===== src/rtl/aes_inv_key_schedule.sv =====
// AES-128 key expansion: stores all 11 round keys and serves them with 1-cycle registered reads.
// Define AES_KS_INV_ORDER_EN to read keys in decryption order (rk_idx=0 returns round key 10).
module aes_inv_key_schedule (
  input  logic         clk,
  input  logic         rst_n,
  input  logic [127:0] key_in,
  input  logic         key_valid,
  output logic         key_ready,
  output logic         busy,
  output logic         done,
  input  logic [3:0]   rk_idx,
  output logic [127:0] rk_out,
  output logic         rk_valid
);

  typedef enum logic [1:0] {IDLE, EXPAND, READY} state_t;

  localparam logic [0:15][127:0] SBOX = {
    128'h637c777bf26b6fc53001672bfed7ab76,
    128'hca82c97dfa5947f0add4a2af9ca472c0,
    128'hb7fd9326363ff7cc34a5e5f171d83115,
    128'h04c723c31896059a071280e2eb27b275,
    128'h09832c1a1b6e5aa0523bd6b329e32f84,
    128'h53d100ed20fcb15b6acbbe394a4c58cf,
    128'hd0efaafb434d338545f9027f503c9fa8,
    128'h51a3408f929d38f5bcb6da2110fff3d2,
    128'hcd0c13ec5f974417c4a77e3d645d1973,
    128'h60814fdc222a908846eeb814de5e0bdb,
    128'he0323a0a4906245cc2d3ac629195e479,
    128'he7c8376d8dd54ea96c56f4ea657aae08,
    128'hba78252e1ca6b4c6e8dd741f4bbd8b8a,
    128'h703eb5664803f60e613557b986c11d9e,
    128'he1f8981169d98e949b1e87e9ce5528df,
    128'h8ca1890dbfe6426841992d0fb054bb16
  };

  function automatic logic [7:0] sbox(input logic [7:0] b);
    logic [127:0] row;
    row = SBOX[b[7:4]];
    return row[8 * (15 - int'(b[3:0])) +: 8];
  endfunction

  function automatic logic [7:0] rcon(input logic [3:0] r);
    case (r)
      4'd1:    return 8'h01;
      4'd2:    return 8'h02;
      4'd3:    return 8'h04;
      4'd4:    return 8'h08;
      4'd5:    return 8'h10;
      4'd6:    return 8'h20;
      4'd7:    return 8'h40;
      4'd8:    return 8'h80;
      4'd9:    return 8'h1b;
      4'd10:   return 8'h36;
      default: return 8'h00;
    endcase
  endfunction

  state_t       state_q;
  logic [3:0]   rnd_q;
  logic         done_q;
  logic [127:0] rk_mem [0:10];
  // Copy of the last round key, so expansion never needs a read port on rk_mem.
  logic [127:0] cur_q;
  logic [127:0] nxt_key;
  logic [31:0]  w0, w1, w2, w3, tmp;
  logic         xfer;
  logic         rd_ok;
  logic [3:0]   rd_sel;

  assign key_ready = (state_q != EXPAND);
  assign busy      = (state_q == EXPAND);
  assign done      = done_q;
  assign xfer      = key_valid && key_ready;

  always_comb begin
    w3  = cur_q[31:0];
    tmp = {sbox(w3[23:16]), sbox(w3[15:8]), sbox(w3[7:0]), sbox(w3[31:24])}
          ^ {rcon(rnd_q), 24'h0};
    w0  = cur_q[127:96] ^ tmp;
    w1  = cur_q[95:64]  ^ w0;
    w2  = cur_q[63:32]  ^ w1;
    nxt_key = {w0, w1, w2, w3 ^ w2};
  end

  always_ff @(posedge clk or negedge rst_n) begin
    if (!rst_n) begin
      state_q <= IDLE;
      rnd_q   <= 4'd0;
      done_q  <= 1'b0;
    end else begin
      done_q <= 1'b0;
      case (state_q)
        EXPAND: begin
          if (rnd_q == 4'd10) begin
            state_q <= READY;
            rnd_q   <= 4'd0;
            done_q  <= 1'b1;
          end else begin
            rnd_q <= rnd_q + 4'd1;
          end
        end
        default: begin
          if (xfer) begin
            state_q <= EXPAND;
            rnd_q   <= 4'd1;
          end
        end
      endcase
    end
  end

  // Key storage survives reset; it is only ever overwritten.
  always_ff @(posedge clk) begin
    if (xfer) begin
      rk_mem[0] <= key_in;
      cur_q     <= key_in;
    end else if (state_q == EXPAND) begin
      rk_mem[rnd_q] <= nxt_key;
      cur_q         <= nxt_key;
    end
  end

  assign rd_ok = (rk_idx <= 4'd10);
`ifdef AES_KS_INV_ORDER_EN
  assign rd_sel = 4'd10 - rk_idx;
`else
  assign rd_sel = rk_idx;
`endif

  always_ff @(posedge clk or negedge rst_n) begin
    if (!rst_n) begin
      rk_out   <= 128'h0;
      rk_valid <= 1'b0;
    end else begin
      rk_out   <= rd_ok ? rk_mem[rd_sel] : 128'h0;
      rk_valid <= (state_q == READY) && !xfer && rd_ok;
    end
  end

endmodule


===== config.mk =====
export PLATFORM = sky130hd
export DESIGN_NAME = aes_inv_key_schedule
export DESIGN_NICKNAME = d
export VERILOG_FILES = /design/src/rtl/aes_inv_key_schedule.sv
export SDC_FILE = /design/constraint.sdc
export NUM_CORES = 2
export LEC_CHECK = 0
export BUFFER_PORTS_ARGS = -buffer_cell sky130_fd_sc_hd__buf_2
export CORE_MARGIN = 2
export CORE_UTILIZATION = 65
export CTS_BUF_LIST = sky130_fd_sc_hd__clkbuf_16
export DETAILED_ROUTE_END_ITERATION = 12
export GPL_TIMING_DRIVEN = 0
export PLACE_DENSITY = 0.8
export RECOVER_POWER = 100
export SLEW_MARGIN = 10
export SYNTH_ARGS = -nofsm -noshare
export SYNTH_HDL_FRONTEND = slang
export SYNTH_SLANG_ARGS = --single-unit

===== constraint.sdc =====
create_clock -name clk -period 23.9 [get_ports clk]
set_clock_uncertainty 0.1 [all_clocks]
set_input_delay 3.585 -clock clk [delete_from_list [all_inputs] [get_ports clk]]
set_output_delay 3.585 -clock clk [all_outputs]
set_load 0.01 [all_outputs]

==> flow_metrics.env, run 1 <==
export IMPL_status="stopped before the end"
export IMPL_lastStage="global routing"
export IMPL_toolErrorMsg="[ERROR GRT-0116] Global routing finished with congestion. Check the congestion regions in the DRC Viewer."
export IMPL_yosys_cell_count_top_type="edfxtp_1"
export IMPL_grt_use_total_pct=82.1
export IMPL_postSynthCellCount=5958
export IMPL_synth_edf_count=1536
export IMPL_cts_buffers=147
export IMPL_chipHeight_um=355
export IMPL_post_dp_cell_area_mm2=0.0855
export IMPL_yosys_cell_types_count=106
export IMPL_ys_seq_area_share_pct=61.9
export IMPL_cts_resized=0
export IMPL_rows=128
export IMPL_yosys_area_top_type="edfxtp_1"
export IMPL_cts_htree_levels=4
export IMPL_root_buffer="clkbuf_16"
export IMPL_synth_area_mm2=0.0800
export IMPL_grt_pass1_wl_um=708000
export IMPL_cts_hold_fix_buffers=0
export IMPL_place_congestion=1.21
export IMPL_synth_async_reset_ratio_pct=8.13
export IMPL_yosys_warnings=0
export IMPL_ys_flop_type="edfxtp_1"
export IMPL_first_global_vias=81800
export IMPL_overflow=2494
export IMPL_syn_avg_cell_area_um2=13.4
export IMPL_pin_count=267
export IMPL_dp_hpwl_um=268000
export IMPL_io_buffers=262
export IMPL_synth_area_leaders="edfxtp_1 58%, mux4_2 8.0%, dfrtp_1 4.3%"
export IMPL_synth_top_area_share_pct=57.7
export IMPL_dp_cells=7983
export IMPL_grt_max_degree=94
export IMPL_synth_common_cells="1536 x edfxtp_1, 641 x nand2_1, 544 x o21ai_0"
export IMPL_post_cts_buffers=0
export IMPL_syn_nets=6157
export IMPL_initial_utilization_pct=65.6
export IMPL_clock_sinks=1672
export IMPL_ys_ff_latch=1672
export IMPL_clock_path_buffers=3
export IMPL_die_w_um=355
routing by layer:
| layer | global-route usage, % | GRT overflow |
|---|---|---|
| met5 | 50.8 | 62 |
| met4 | 78.1 | 505 |
| met3 | 70.6 | 477 |
| met2 | 94.0 | 884 |
| met1 | 83.9 | 566 |
stage by stage:
stage               setup slack [ns]  util [%]
floorplan                      12.36         -
global placement                3.25      68.4
detailed placement             15.23      70.2
CTS                            15.80      74.0
logic make-up after synthesis:
| family | after synthesis | share of synthesized area (%) |
|---|---|---|
| AO/OA/AOI/OAI | 1562 | 12.7 |
| adder cells (fa/ha/maj) | 64 | 1.00 |
| flip-flops | 1672 | 61.9 |
| multiplexers | 471 | 10.4 |
| XOR/XNOR | 182 | 2.31 |
| AND/OR/NAND/NOR | 1449 | 8.60 |
| buffers and inverters | 558 | 3.07 |
==> run 2, diff against run 1 <==
--- a/config.mk
+++ b/config.mk
@@ -7,11 +7,10 @@
 export LEC_CHECK = 0
 export BUFFER_PORTS_ARGS = -buffer_cell sky130_fd_sc_hd__buf_2
 export CORE_MARGIN = 2
-export CORE_UTILIZATION = 65
-export CTS_BUF_LIST = sky130_fd_sc_hd__clkbuf_16
+export CORE_UTILIZATION = 40
 export DETAILED_ROUTE_END_ITERATION = 12
 export GPL_TIMING_DRIVEN = 0
-export PLACE_DENSITY = 0.8
+export PLACE_DENSITY_LB_ADDON = 0.15
 export RECOVER_POWER = 100
 export SLEW_MARGIN = 10
 export SYNTH_ARGS = -nofsm -noshare
==> run 2 against run 1 <==
Against the previous run:
- synthesized area is the same
- the flow now finishes, with violations (capacitance limit, slew limit)
- synthesized cell count is the same
==> flow_metrics.env, run 2 <==
export IMPL_cts_resized=0
export IMPL_slew_violations=1529
export IMPL_cp_slowest_stage_delay_ns=3.77
export IMPL_start_kind="input port"
export IMPL_synth_area_mm2=0.0800
export IMPL_period_share_pct=43.6
export IMPL_first_global_vias=58100
export IMPL_holdWs_ns=0.402
export IMPL_syn_nets=6157
export IMPL_synth_area_leaders="edfxtp_1 58%, mux4_2 8.0%, dfrtp_1 4.3%"
export IMPL_arrival_ns=10.00
export IMPL_syn_avg_cell_area_um2=13.4
export IMPL_place_congestion=1.01
export IMPL_setup_worst_path_start="rst_n"
export IMPL_finalSetupTns_ns=0
export IMPL_drtPass1Iterations=6
export IMPL_die_area_mm2=0.203
export IMPL_largest_reg_flops=1408
export IMPL_drtIter0Drc=7963
export IMPL_path_clk_slew_ns=0.06
export IMPL_ys_seq_area_share_pct=61.9
export IMPL_maxCapViolations=91
export IMPL_cts_hold_fix_buffers=0
export IMPL_area_growth_pct=12.9
export IMPL_cts_tree="done"
export IMPL_pin_count=267
export IMPL_die_w_um=451
export IMPL_vias_per_cell=6.42
export IMPL_tightestPinTransition_ns=5.23
export IMPL_clock_sinks=1672
export IMPL_drive_gt1_share_pct=13.5
export IMPL_wirelength_um=361000
export IMPL_synth_edf_count=1536
export IMPL_synth_top_area_share_pct=57.7
export IMPL_clock_path_buffers=3
export IMPL_final_common_cell="edfxtp_1"
export IMPL_postSynthCellCount=5958
export IMPL_dp_hpwl_um=262000
export IMPL_worstPathRequired_ns=23.48
export IMPL_rr_startpoint="cur_q[29]"
export IMPL_setup_viol=0
export IMPL_wl_per_cell_um=38.6
export IMPL_overflow=0
export IMPL_hp_start="state_q[1]"
export IMPL_yosys_cell_types_count=106
export IMPL_synth_async_reset_ratio_pct=8.13
export IMPL_grt_antenna_before_repair=36
export IMPL_crit_chain="clkbuf_1 -> clkbuf_1"
export IMPL_io_buffers=262
export IMPL_critPathMostFrequentCell="clkbuf_1"
export IMPL_grt_use_total_pct=34.8
export IMPL_yosys_area_top_type="edfxtp_1"
export IMPL_root_buffer="clkbuf_16"
export IMPL_path_delay_family="buffers and inverters"
export IMPL_ys_flop_type="edfxtp_1"
export IMPL_rsz0062_at_grt="false"
export IMPL_max_freq_ghz=0.0960
export IMPL_maxSlewHeadroom_pct=-249
export IMPL_cp_end_kind="async pin"
export IMPL_yosys_cell_count_top_type="edfxtp_1"
export IMPL_worstPathMaxFanout=84
export IMPL_post_cts_buffers=0
export IMPL_cts_htree_levels=4
export IMPL_cts_buffers=163
export IMPL_final_area_mm2=0.0903
export IMPL_worstSetupPathType="input port to async pin"
export IMPL_mostFrequentLayoutCells="1536 x edfxtp_1, 641 x nand2_1, 610 x clkbuf_1"
export IMPL_cp_slowest_cell="clkbuf_1"
export IMPL_drc=0
export IMPL_grt_pass1_wl_um=490000
export IMPL_fillers=18400
export IMPL_initial_utilization_pct=40.1
export IMPL_regMostFlops="rk_mem"
export IMPL_post_dp_cell_area_mm2=0.0872
export IMPL_worst_path_buf_inv=2
export IMPL_finalHoldViolCount=0
export IMPL_final_antenna_net_count=0
export IMPL_fin_nets=6740
export IMPL_yosys_warnings=0
export IMPL_grt_max_degree=85
export IMPL_core_area_mm2=0.199
export IMPL_violations="capacitance limit, slew limit"
export IMPL_synth_common_cells="1536 x edfxtp_1, 641 x nand2_1, 544 x o21ai_0"
export IMPL_rows=164
export IMPL_insertion_delay_ns=0.84
export IMPL_hold_path_class="flop to flop"
export IMPL_largest_registers="rk_mem: 1408 flops, cur_q: 128 flops, rk_out: 128 flops"
export IMPL_status="complete, but fails checks"
export IMPL_ys_ff_latch=1672
export IMPL_chipHeight_um=451
export IMPL_final_min_clock_period_ns=10.42
export IMPL_vias=60100
==> run 2: cell counts after synthesis <==
Identical to the previous run, type by type.
==> run 2: final timing paths <==
| path | to | cells past startpoint | slack [ns] |
|---|---|---|---|
| setup reg to reg | rk_mem[5][3] | 14 | 13.55 |
| max in group clk | rk_mem[5][3] | 14 | 13.55 |
| setup / recovery | rk_out[53] | 2 | 13.48 |
| hold reg to reg | state_q[1] | 1 | 0.40 |
| min in group asynchronous | rk_out[120] | 1 | 3.85 |
| hold / removal | state_q[1] | 1 | 0.40 |
==> run 2: cell type report <==
cell class	count	area [µm²]	area share [%]
Buffer	498	2230	2.47
Antenna cell	23	57.6	0.0638
Clock inverter	77	761	0.843
Tap cell	2656	3320	3.68
Sequential cell	1672	49500	54.9
Multi-Input combinational cell	3728	27800	30.8
Timing Repair Buffer	418	1740	1.93
Inverter	60	226	0.251
Clock buffer	226	4570	5.06
==> run 2: metrics by stage <==
stage	setup WS (ns)	util [%]	instances
floorplan	12.36	-	5958
global placement	-0.746	42.5	8876
detailed placement	15.87	43.8	9031
CTS	15.92	46.4	9334
global route	12.07	45.3	9349
finish	13.48	45.3	9358
==> run 2: per-layer routing <==
layer,up-vias,track usage [%],routed length [µm]
li1,24300,-,-
met1,31200,46.6,144000
met2,3585,54.0,164000
met3,958,5.52,29500
met4,10,19.4,24500
met5,-,0,64
==> run 2: logic make-up after synthesis <==
family | synth area share (%)
AO/OA/AOI/OAI | 12.7
XOR/XNOR | 2.31
adder cells (fa/ha/maj) | 1.00
buffers and inverters | 3.07
flip-flops | 61.9
multiplexers | 10.4
AND/OR/NAND/NOR | 8.60
Power of run 2 is left out: the tool's default activity adds up to more than one toggle a clock period on the data nets, which glitch-free logic cannot reach.
